## src/rtl/usb_speed_detect_pkg.sv

```systemverilog
// Shared constants for the USB speed autodetector: speed encodings, linestate
// codes and the fixed FSM state encoding also exposed on O_state.
package usb_speed_detect_pkg;

    localparam logic [1:0] USB_SPEED_AUTO = 2'b00;
    localparam logic [1:0] USB_SPEED_LS   = 2'b01;
    localparam logic [1:0] USB_SPEED_FS   = 2'b10;
    localparam logic [1:0] USB_SPEED_HS   = 2'b11;

    localparam logic [1:0] LS_SE0  = 2'b00;
    localparam logic [1:0] LS_J_FS = 2'b01;
    localparam logic [1:0] LS_K_FS = 2'b10;
    localparam logic [1:0] LS_SE1  = 2'b11;

    typedef enum logic [2:0] {
        ST_IDLE     = 3'd0,
        ST_LS_J     = 3'd1,
        ST_FS_J     = 3'd2,
        ST_WAIT_SE0 = 3'd3,
        ST_HS_SE0   = 3'd4,
        ST_DONE     = 3'd5,
        ST_ERROR    = 3'd6
    } state_t;

endpackage

```

## src/rtl/linestate_debounce.sv

```systemverilog
// Two-flop synchroniser for the raw PHY linestate followed by a stability
// filter: o_ls_f moves only after pDEBOUNCE consecutive equal samples.
module linestate_debounce
    import usb_speed_detect_pkg::*;
#(
    parameter int pDEBOUNCE = 4
) (
    input  logic       fe_clk,
    input  logic       reset_n,
    input  logic [1:0] i_linestate,
    output logic [1:0] o_ls_f
);

    localparam logic [7:0] DEB_LEN = 8'(pDEBOUNCE);

    logic [1:0] r_sync0;
    logic [1:0] r_sync1;
    logic [1:0] r_cand;
    logic [1:0] r_ls_f;
    logic [7:0] r_cnt;
    logic [7:0] w_cnt_next;

    // Run length of identical synchronised samples, saturating at DEB_LEN.
    always_comb begin
        if (r_sync1 != r_cand) begin
            w_cnt_next = 8'd1;
        end else if (r_cnt == DEB_LEN) begin
            w_cnt_next = r_cnt;
        end else begin
            w_cnt_next = r_cnt + 8'd1;
        end
    end

    // NOTE: the run counter resets already saturated so the reset value of
    // r_cand counts as long-stable and cannot trigger a spurious commit.
    always_ff @(posedge fe_clk or negedge reset_n) begin
        if (!reset_n) begin
            r_sync0 <= LS_SE0;
            r_sync1 <= LS_SE0;
            r_cand  <= LS_SE0;
            r_cnt   <= DEB_LEN;
            r_ls_f  <= LS_SE0;
        end else begin
            r_sync0 <= i_linestate;
            r_sync1 <= r_sync0;
            r_cand  <= r_sync1;
            r_cnt   <= w_cnt_next;
            if (w_cnt_next == DEB_LEN) begin
                r_ls_f <= r_sync1;
            end
        end
    end

    assign o_ls_f = r_ls_f;

endmodule

```

## src/rtl/usb_speed_detect.sv

```systemverilog
// USB LS/FS/HS speed autodetector with programmable phase thresholds,
// LS/FS disconnect re-arm, saturating error count and a done strobe.
module usb_speed_detect
    import usb_speed_detect_pkg::*;
#(
    parameter int pCOUNTER_WIDTH = 21,
    parameter int pDEBOUNCE      = 4,
    parameter int pERR_WIDTH     = 8
) (
    input  logic                      fe_clk,
    input  logic                      reset_n,
    input  logic [1:0]                fe_linestate,
    input  logic                      I_enable,
    input  logic                      I_restart,
    input  logic [pCOUNTER_WIDTH-1:0] I_wait_j,
    input  logic [pCOUNTER_WIDTH-1:0] I_wait_se0,
    input  logic [pCOUNTER_WIDTH-1:0] I_wait_disc,
    output logic [1:0]                O_speed,
    output logic                      O_done,
    output logic                      O_disconnect,
    output logic [pERR_WIDTH-1:0]     O_err_count,
    output logic [2:0]                O_state
);

    localparam logic [pCOUNTER_WIDTH-1:0] TIMER_ONE = pCOUNTER_WIDTH'(1);
    localparam logic [pERR_WIDTH-1:0]     ERR_ONE   = pERR_WIDTH'(1);

    logic [1:0]                w_ls_f;
    state_t                    r_state;
    state_t                    w_next;
    logic [pCOUNTER_WIDTH-1:0] r_timer;
    logic [pCOUNTER_WIDTH-1:0] w_timer_next;
    logic [pCOUNTER_WIDTH-1:0] w_timer_inc;
    logic [1:0]                r_speed;
    logic [1:0]                w_det_speed;
    logic                      r_done;
    logic                      r_disc;
    logic                      w_disc;
    logic [pERR_WIDTH-1:0]     r_err;

    linestate_debounce #(
        .pDEBOUNCE (pDEBOUNCE)
    ) u_debounce (
        .fe_clk      (fe_clk),
        .reset_n     (reset_n),
        .i_linestate (fe_linestate),
        .o_ls_f      (w_ls_f)
    );

    assign w_timer_inc = (&r_timer) ? r_timer : r_timer + TIMER_ONE;

    // NOTE: every output of this block gets a default first, so no path
    // through the case can leave one unassigned and infer a latch.
    always_comb begin
        w_next      = r_state;
        w_det_speed = USB_SPEED_AUTO;
        w_disc      = 1'b0;
        if (!I_enable || I_restart) begin
            w_next = ST_IDLE;
        end else begin
            case (r_state)
                ST_IDLE: begin
                    if (w_ls_f == LS_K_FS)      w_next = ST_LS_J;
                    else if (w_ls_f == LS_J_FS) w_next = ST_FS_J;
                end
                ST_LS_J: begin
                    if (w_ls_f != LS_K_FS) begin
                        w_next = ST_ERROR;
                    end else if (r_timer == I_wait_j) begin
                        w_next      = ST_DONE;
                        w_det_speed = USB_SPEED_LS;
                    end
                end
                ST_FS_J: begin
                    if (w_ls_f != LS_J_FS)        w_next = ST_ERROR;
                    else if (r_timer == I_wait_j) w_next = ST_WAIT_SE0;
                end
                ST_WAIT_SE0: begin
                    if (w_ls_f == LS_SE0)       w_next = ST_HS_SE0;
                    else if (w_ls_f != LS_J_FS) w_next = ST_ERROR;
                end
                ST_HS_SE0: begin
                    if (r_timer == I_wait_se0) begin
                        w_next      = ST_DONE;
                        w_det_speed = USB_SPEED_HS;
                    end else if (w_ls_f == LS_J_FS) begin
                        w_next      = ST_DONE;
                        w_det_speed = USB_SPEED_FS;
                    end else if (w_ls_f != LS_SE0) begin
                        w_next = ST_ERROR;
                    end
                end
                ST_DONE: begin
                    // HS devices are never torn down by SE0; only LS/FS re-arm.
                    if ((r_speed != USB_SPEED_HS) && (w_ls_f == LS_SE0) &&
                        (r_timer == I_wait_disc)) begin
                        w_next = ST_IDLE;
                        w_disc = 1'b1;
                    end
                end
                default: w_next = ST_IDLE;
            endcase
        end
    end

    // In DONE the timer measures the current unbroken SE0 run.
    always_comb begin
        w_timer_next = '0;
        if (w_next == r_state) begin
            case (r_state)
                ST_LS_J, ST_FS_J, ST_HS_SE0: w_timer_next = w_timer_inc;
                ST_DONE: w_timer_next = (w_ls_f == LS_SE0) ? w_timer_inc : '0;
                default: w_timer_next = '0;
            endcase
        end
    end

    always_ff @(posedge fe_clk or negedge reset_n) begin
        if (!reset_n) begin
            r_state <= ST_IDLE;
            r_timer <= '0;
            r_speed <= USB_SPEED_AUTO;
            r_done  <= 1'b0;
            r_disc  <= 1'b0;
            r_err   <= '0;
        end else begin
            r_state <= w_next;
            r_timer <= w_timer_next;
            r_done  <= (w_next == ST_DONE) && (r_state != ST_DONE);
            r_disc  <= w_disc;
            if (w_next != r_state) begin
                if (w_next == ST_DONE) begin
                    r_speed <= w_det_speed;
                end else if ((w_next == ST_IDLE) || (w_next == ST_ERROR)) begin
                    r_speed <= USB_SPEED_AUTO;
                end
            end
            if ((w_next == ST_ERROR) && (r_state != ST_ERROR) && !(&r_err)) begin
                r_err <= r_err + ERR_ONE;
            end
        end
    end

    assign O_speed      = r_speed;
    assign O_done       = r_done;
    assign O_disconnect = r_disc;
    assign O_err_count  = r_err;
    assign O_state      = r_state;

endmodule

```

## config.mk

```make
export PLATFORM = sky130hd
export DESIGN_NAME = usb_speed_detect
export DESIGN_NICKNAME = d
export VERILOG_FILES = /design/src/rtl/usb_speed_detect_pkg.sv /design/src/rtl/linestate_debounce.sv /design/src/rtl/usb_speed_detect.sv
export SDC_FILE = /design/constraint.sdc
export NUM_CORES = 1
export LEC_CHECK = 0
export ABC_AREA = 1
export CAP_MARGIN = 20
export CORE_ASPECT_RATIO = 0.75
export CORE_MARGIN = 3
export CORE_UTILIZATION = 40
export DETAILED_ROUTE_END_ITERATION = 6
export PLACE_DENSITY = 0.68
export SYNTH_ARGS = -nofsm -noshare
export SYNTH_HDL_FRONTEND = slang
export SYNTH_SLANG_ARGS = --single-unit
```

## constraint.sdc

```tcl
create_clock -name fe_clk -period 2.75 [get_ports fe_clk]
set_input_delay 0.275 -clock fe_clk [delete_from_list [all_inputs] [get_ports fe_clk]]
set_output_delay 0.275 -clock fe_clk [all_outputs]
set_load 0.02 [all_outputs]
```

==> impl_results.md <==
* Fmax at 0.4170 GHz
* Drt first-iter violations at 348
* Share of synthesized cell area in full adder, half adder and majority cells at 1.250%
* Syn. warnings at 0
* Dpl cells at 831
* Core area at 9384 um^2
* Minimum setup slack after placement at 0.08663 ns
* Final hold viol count at 0
* Outcome: complete, no violations
* Delay of the slowest cell on the worst path at 0.49 ns
* Vias after detailed routing at 4043
* Worst hold path type: flip-flop to flip-flop
* RSZ-0062 raised after global routing: no
* Number of filler cells placed in the layout at 922
* Fraction of layout instances using a drive strength above 1 at 7.293%
* Setup TNS Final at 0 ns
* Syn avg cell area at 6.367 um^2
* Summed area of non-filler cells in the final layout at 5112 um^2
* Maximum count of clock buffers along a single path at 2
* Category of the worst setup path launch point: flip-flop
* Post-synthesis compound-gate area fraction at 5.654%
* Leakage power summed over all cells at 2.470 nW
* DR WL/cell at 12.60 um
* Total inserted antenna cells at 0
* Number of port buffers at 83
* H-tree lvl count at 2
* Number of pins exceeding their max-slew limit in the final report at 0
* First-pass iteration count of the detailed router at 5
* Worst-case setup margin in the final layout at 0.3516 ns
* Routability cong. at 0.9144
* Ports at 84
* Combined area of the multi-input logic cells at 2236 um^2
* Worst Path Required at 2.94 ns
* Post-route DRC violation count at 0
* Share of synthesized area occupied by flip-flops and latches at 32.52%
* Post-Synthesis Net Count at 702
* Layout Nets at 785
* Measured slew at the worst slew-check pin at 0.5965 ns
* Synth unique cells at 34
* Number of global-route vias before repair at 3627
* Final number of setup-violating endpoints at 0
* Cell breakdown of the critical path: inv_2 -> nand2_1 -> nand2_1 -> nor2_1 -> nand2_1 -> nor2_1 -> nand3_2 -> a21oi_2 -> nand3_2 -> nor2_1 -> nand2_1 -> inv_2 -> nand2_2 -> o21ai_1 -> nand2_1
* Area of the die at 11260 um^2
* Global-route wire length before repair at 17.19 mm
* Area after detailed placement at 4937 um^2
* Register area at 1303 um^2
* Area of the mapped netlist at 4005 um^2
* DRT Wirelength at 10.60 mm
* Post-synthesis register bit count at 52
* Most Frequent Cell on Critical Path: sky130_fd_sc_hd__nand2_1
* Grt met3 use at 3.785%
* Starting density of the core at 42.68%
* Global Route Usage Sum at 18.63%
* Main synth FF type: sky130_fd_sc_hd__dfrtp_1
* GR met1 Demand/Resource at 28.18%
* Slew margin rel. at 60.09%
* Power density over the cells at 433.6 nW/um^2
* Final global-route overflow total at 0
* Synth-to-layout area growth at 27.65%
* Number of antenna violations at the first check in global routing at 0
* Core occupancy in the finished layout at 54.48%
* Library cell contributing the largest single delay on the critical path: sky130_fd_sc_hd__dfrtp_1
* Fraction of met2 tracks used by global routing at 28.14%
* Share of the cycle needed by the critical path after routing at 87.21%
* CP arrival at 2.58 ns
* Clock root buffer: sky130_fd_sc_hd__clkbuf_16
* Post-synth EDFFs at 0
* Kind of cell adding the most delay to the critical path: simple AND/OR/NAND/NOR gates
* Insertion delay of the later-clocked pin in the worst-skew pair at 0.29 ns
* CP Capture Type: flip-flop
* Non-filler instance count after layout at 841
* Height of the chip at 92.66 um
* Post-synthesis simple-gate area fraction at 39.55%
* Maximum resistive drop on vdd at 0.0002765 V
* Gr busiest metal: met1
* Floorplan die width at 121.5 um
* Count of nets left with antenna violations after detail routing at 0
* Core Rows at 30
* Multiplexer area fraction after synthesis at 0%
* CP bufs+invs at 2
* Hold slack final at 0.3584 ns
* Overall power of the completed layout at 2.217 mW
* Worst clock skew at 0.009370 ns
* Post-synthesis cell count at 629
* CTS tree: done
* Maximum number of pins on one net before global-route repair at 33
* Minimum period implied by the final worst setup slack at 2.398 ns
* Clock Sink Count at 52
* Max Cap Violations at 0
* Synth async-reset ratio at 100.0%
* Post-DP HPWL at 8.587 mm
* Dominant combinational cell family by area after synthesis: simple AND/OR/NAND/NOR gates
* Xor and xnor area share after synthesis at 9.372%
* Total clock buffers created by CTS at 5
* CP Max Fanout at 11
* Type of the worst setup path: flip-flop to flip-flop
* Clock-pin slew on the worst setup and hold paths at 0.07 ns
* Ratio of routed vias to standard cells at 4.807
-- synthesized netlist by cell type (2+ instances only) --
| master | count | area [um^2] |
|---|---|---|
| sky130_fd_sc_hd__nand3_2 | 2 | 20.02 |
| sky130_fd_sc_hd__nor3b_1 | 2 | 15.01 |
| sky130_fd_sc_hd__nor2_2 | 5 | 31.28 |
| sky130_fd_sc_hd__buf_6 | 2 | 22.52 |
| sky130_fd_sc_hd__ha_1 | 4 | 50.05 |
| sky130_fd_sc_hd__nand4_1 | 6 | 37.54 |
| sky130_fd_sc_hd__nand2_2 | 6 | 37.54 |
| sky130_fd_sc_hd__a21oi_2 | 7 | 61.31 |
| sky130_fd_sc_hd__buf_2 | 7 | 35.03 |
| sky130_fd_sc_hd__nor3_1 | 13 | 65.06 |
| sky130_fd_sc_hd__dfrtp_1 | 51 | 1276 |
| sky130_fd_sc_hd__inv_1 | 87 | 326.6 |
| sky130_fd_sc_hd__nand3_1 | 31 | 155.2 |
| sky130_fd_sc_hd__xnor2_1 | 18 | 157.7 |
| sky130_fd_sc_hd__or2_2 | 2 | 12.51 |
| sky130_fd_sc_hd__a21oi_1 | 15 | 75.07 |
| sky130_fd_sc_hd__nor4_1 | 6 | 37.54 |
| sky130_fd_sc_hd__xor2_1 | 23 | 201.4 |
| sky130_fd_sc_hd__o21ai_0 | 7 | 35.03 |
| sky130_fd_sc_hd__nand2_1 | 235 | 882.1 |
| sky130_fd_sc_hd__buf_4 | 4 | 30.03 |
| sky130_fd_sc_hd__o21ai_1 | 3 | 15.01 |
| sky130_fd_sc_hd__inv_2 | 13 | 48.80 |
| sky130_fd_sc_hd__nor2_1 | 70 | 262.8 |
-- path summary, 6_finish.rpt --
| path | from | end | slack (ns) | cells past startpoint |
|---|---|---|---|---|
| setup / recovery | r_timer[9]$_DFF_PN0_ | O_err_count[3]$_DFFE_PN0P_ | 0.35 | 15 |
| hold / removal | u_debounce.r_sync0[1]$_DFF_PN0_ | u_debounce.r_sync1[1]$_DFF_PN0_ | 0.36 | 0 |
| setup reg to reg | r_timer[9]$_DFF_PN0_ | O_err_count[3]$_DFFE_PN0P_ | 0.35 | 15 |
| hold reg to reg | u_debounce.r_sync0[1]$_DFF_PN0_ | u_debounce.r_sync1[1]$_DFF_PN0_ | 0.36 | 0 |
| max in group asynchronous | reset_n | u_debounce.r_cnt[2]$_DFF_PN1_ | 1.45 | 3 |
| min in group asynchronous | reset_n | O_err_count[6]$_DFFE_PN0P_ | 0.47 | 2 |
-- worst register-to-register path, cell delays in order (launching register included) --
cell and delay, ns:
sky130_fd_sc_hd__dfrtp_1 0.49, sky130_fd_sc_hd__inv_2 0.12, sky130_fd_sc_hd__nand2_1 0.07, sky130_fd_sc_hd__nand2_1 0.06, sky130_fd_sc_hd__nor2_1 0.11, sky130_fd_sc_hd__nand2_1 0.07, sky130_fd_sc_hd__nor2_1 0.26, sky130_fd_sc_hd__nand3_2 0.17
sky130_fd_sc_hd__a21oi_2 0.16, sky130_fd_sc_hd__nand3_2 0.12, sky130_fd_sc_hd__nor2_1 0.12, sky130_fd_sc_hd__nand2_1 0.08, sky130_fd_sc_hd__inv_2 0.10, sky130_fd_sc_hd__nand2_2 0.15, sky130_fd_sc_hd__o21ai_1 0.16, sky130_fd_sc_hd__nand2_1 0.06
-- repair_timing --
| item | in CTS | in global routing |
|---|---|---|
| buffers inserted | 0 | 1 |
| gates resized for setup | 0 | 0 |
| endpoints found under the hold margin | 20 | 0 |
| hold buffers | 1 | 0 |
| endpoints found under the setup margin | 0 | 13 |
-- cell families (layout without fill, tap and decap cells) --
logic type	Yosys count	count (layout)
xor gates and xnor gates	42	42
AOI/OAI and AO/OA	37	37
DFF	52	52
adders and majority gates	4	4
and+or+nand+nor	380	380
buffers and inverters	114	198
-- layer usage --
metal / wire length, um / share of wire (%)
met3: 845 / 8.0
met1: 5349 / 50
met2: 4348 / 41
met4: 52 / 0.49
met5: 0 / 0
-- layout by cell type (no fill, tap or decap), types with 3 or more instances in the layout --
| cell type | n |
|---|---|
| sky130_fd_sc_hd__a21oi_1 | 15 |
| sky130_fd_sc_hd__a21oi_2 | 7 |
| sky130_fd_sc_hd__buf_4 | 5 |
| sky130_fd_sc_hd__clkbuf_16 | 5 |
| sky130_fd_sc_hd__clkdlybuf4s50_1 | 82 |
| sky130_fd_sc_hd__dfrtp_1 | 51 |
| sky130_fd_sc_hd__ha_1 | 4 |
| sky130_fd_sc_hd__inv_1 | 87 |
| sky130_fd_sc_hd__inv_2 | 13 |
| sky130_fd_sc_hd__nand2_1 | 235 |
| sky130_fd_sc_hd__nand2_2 | 6 |
| sky130_fd_sc_hd__nand3_1 | 31 |
| sky130_fd_sc_hd__nand4_1 | 6 |
| sky130_fd_sc_hd__nor2_1 | 70 |
| sky130_fd_sc_hd__nor2_2 | 5 |
| sky130_fd_sc_hd__nor3_1 | 13 |
| sky130_fd_sc_hd__nor4_1 | 6 |
| sky130_fd_sc_hd__o21ai_0 | 7 |
| sky130_fd_sc_hd__o21ai_1 | 3 |
| sky130_fd_sc_hd__xnor2_1 | 18 |
| sky130_fd_sc_hd__xor2_1 | 23 |
-- registers in the layout, summed over array words and instances (netlist names) --
signal	cells
u_debounce.r_sync1	2
O_disconnect	1
u_debounce.r_cnt	8
u_debounce.r_sync0	2
r_timer	21
O_state	3
O_err_count	8
u_debounce.r_cand	2
O_speed	2
u_debounce.o_ls_f	2
O_done	1
-- power by group --
group	switching, mW	internal, mW
clock	0.278	0.340
sequential	0.0690	0.808
combinational	0.421	0.302
total	0.767	1.45
-- final cells by class --
class,instances,share of cell area (%)
Multi-Input combinational cell,463,43.73
Timing Repair Buffer,90,17.47
Sequential cell,52,25.48
Inverter,100,7.342
Tap cell,128,3.133
Clock inverter,2,0.3182
Clock buffer,6,2.521
Power figures use the tool's default switching activity.
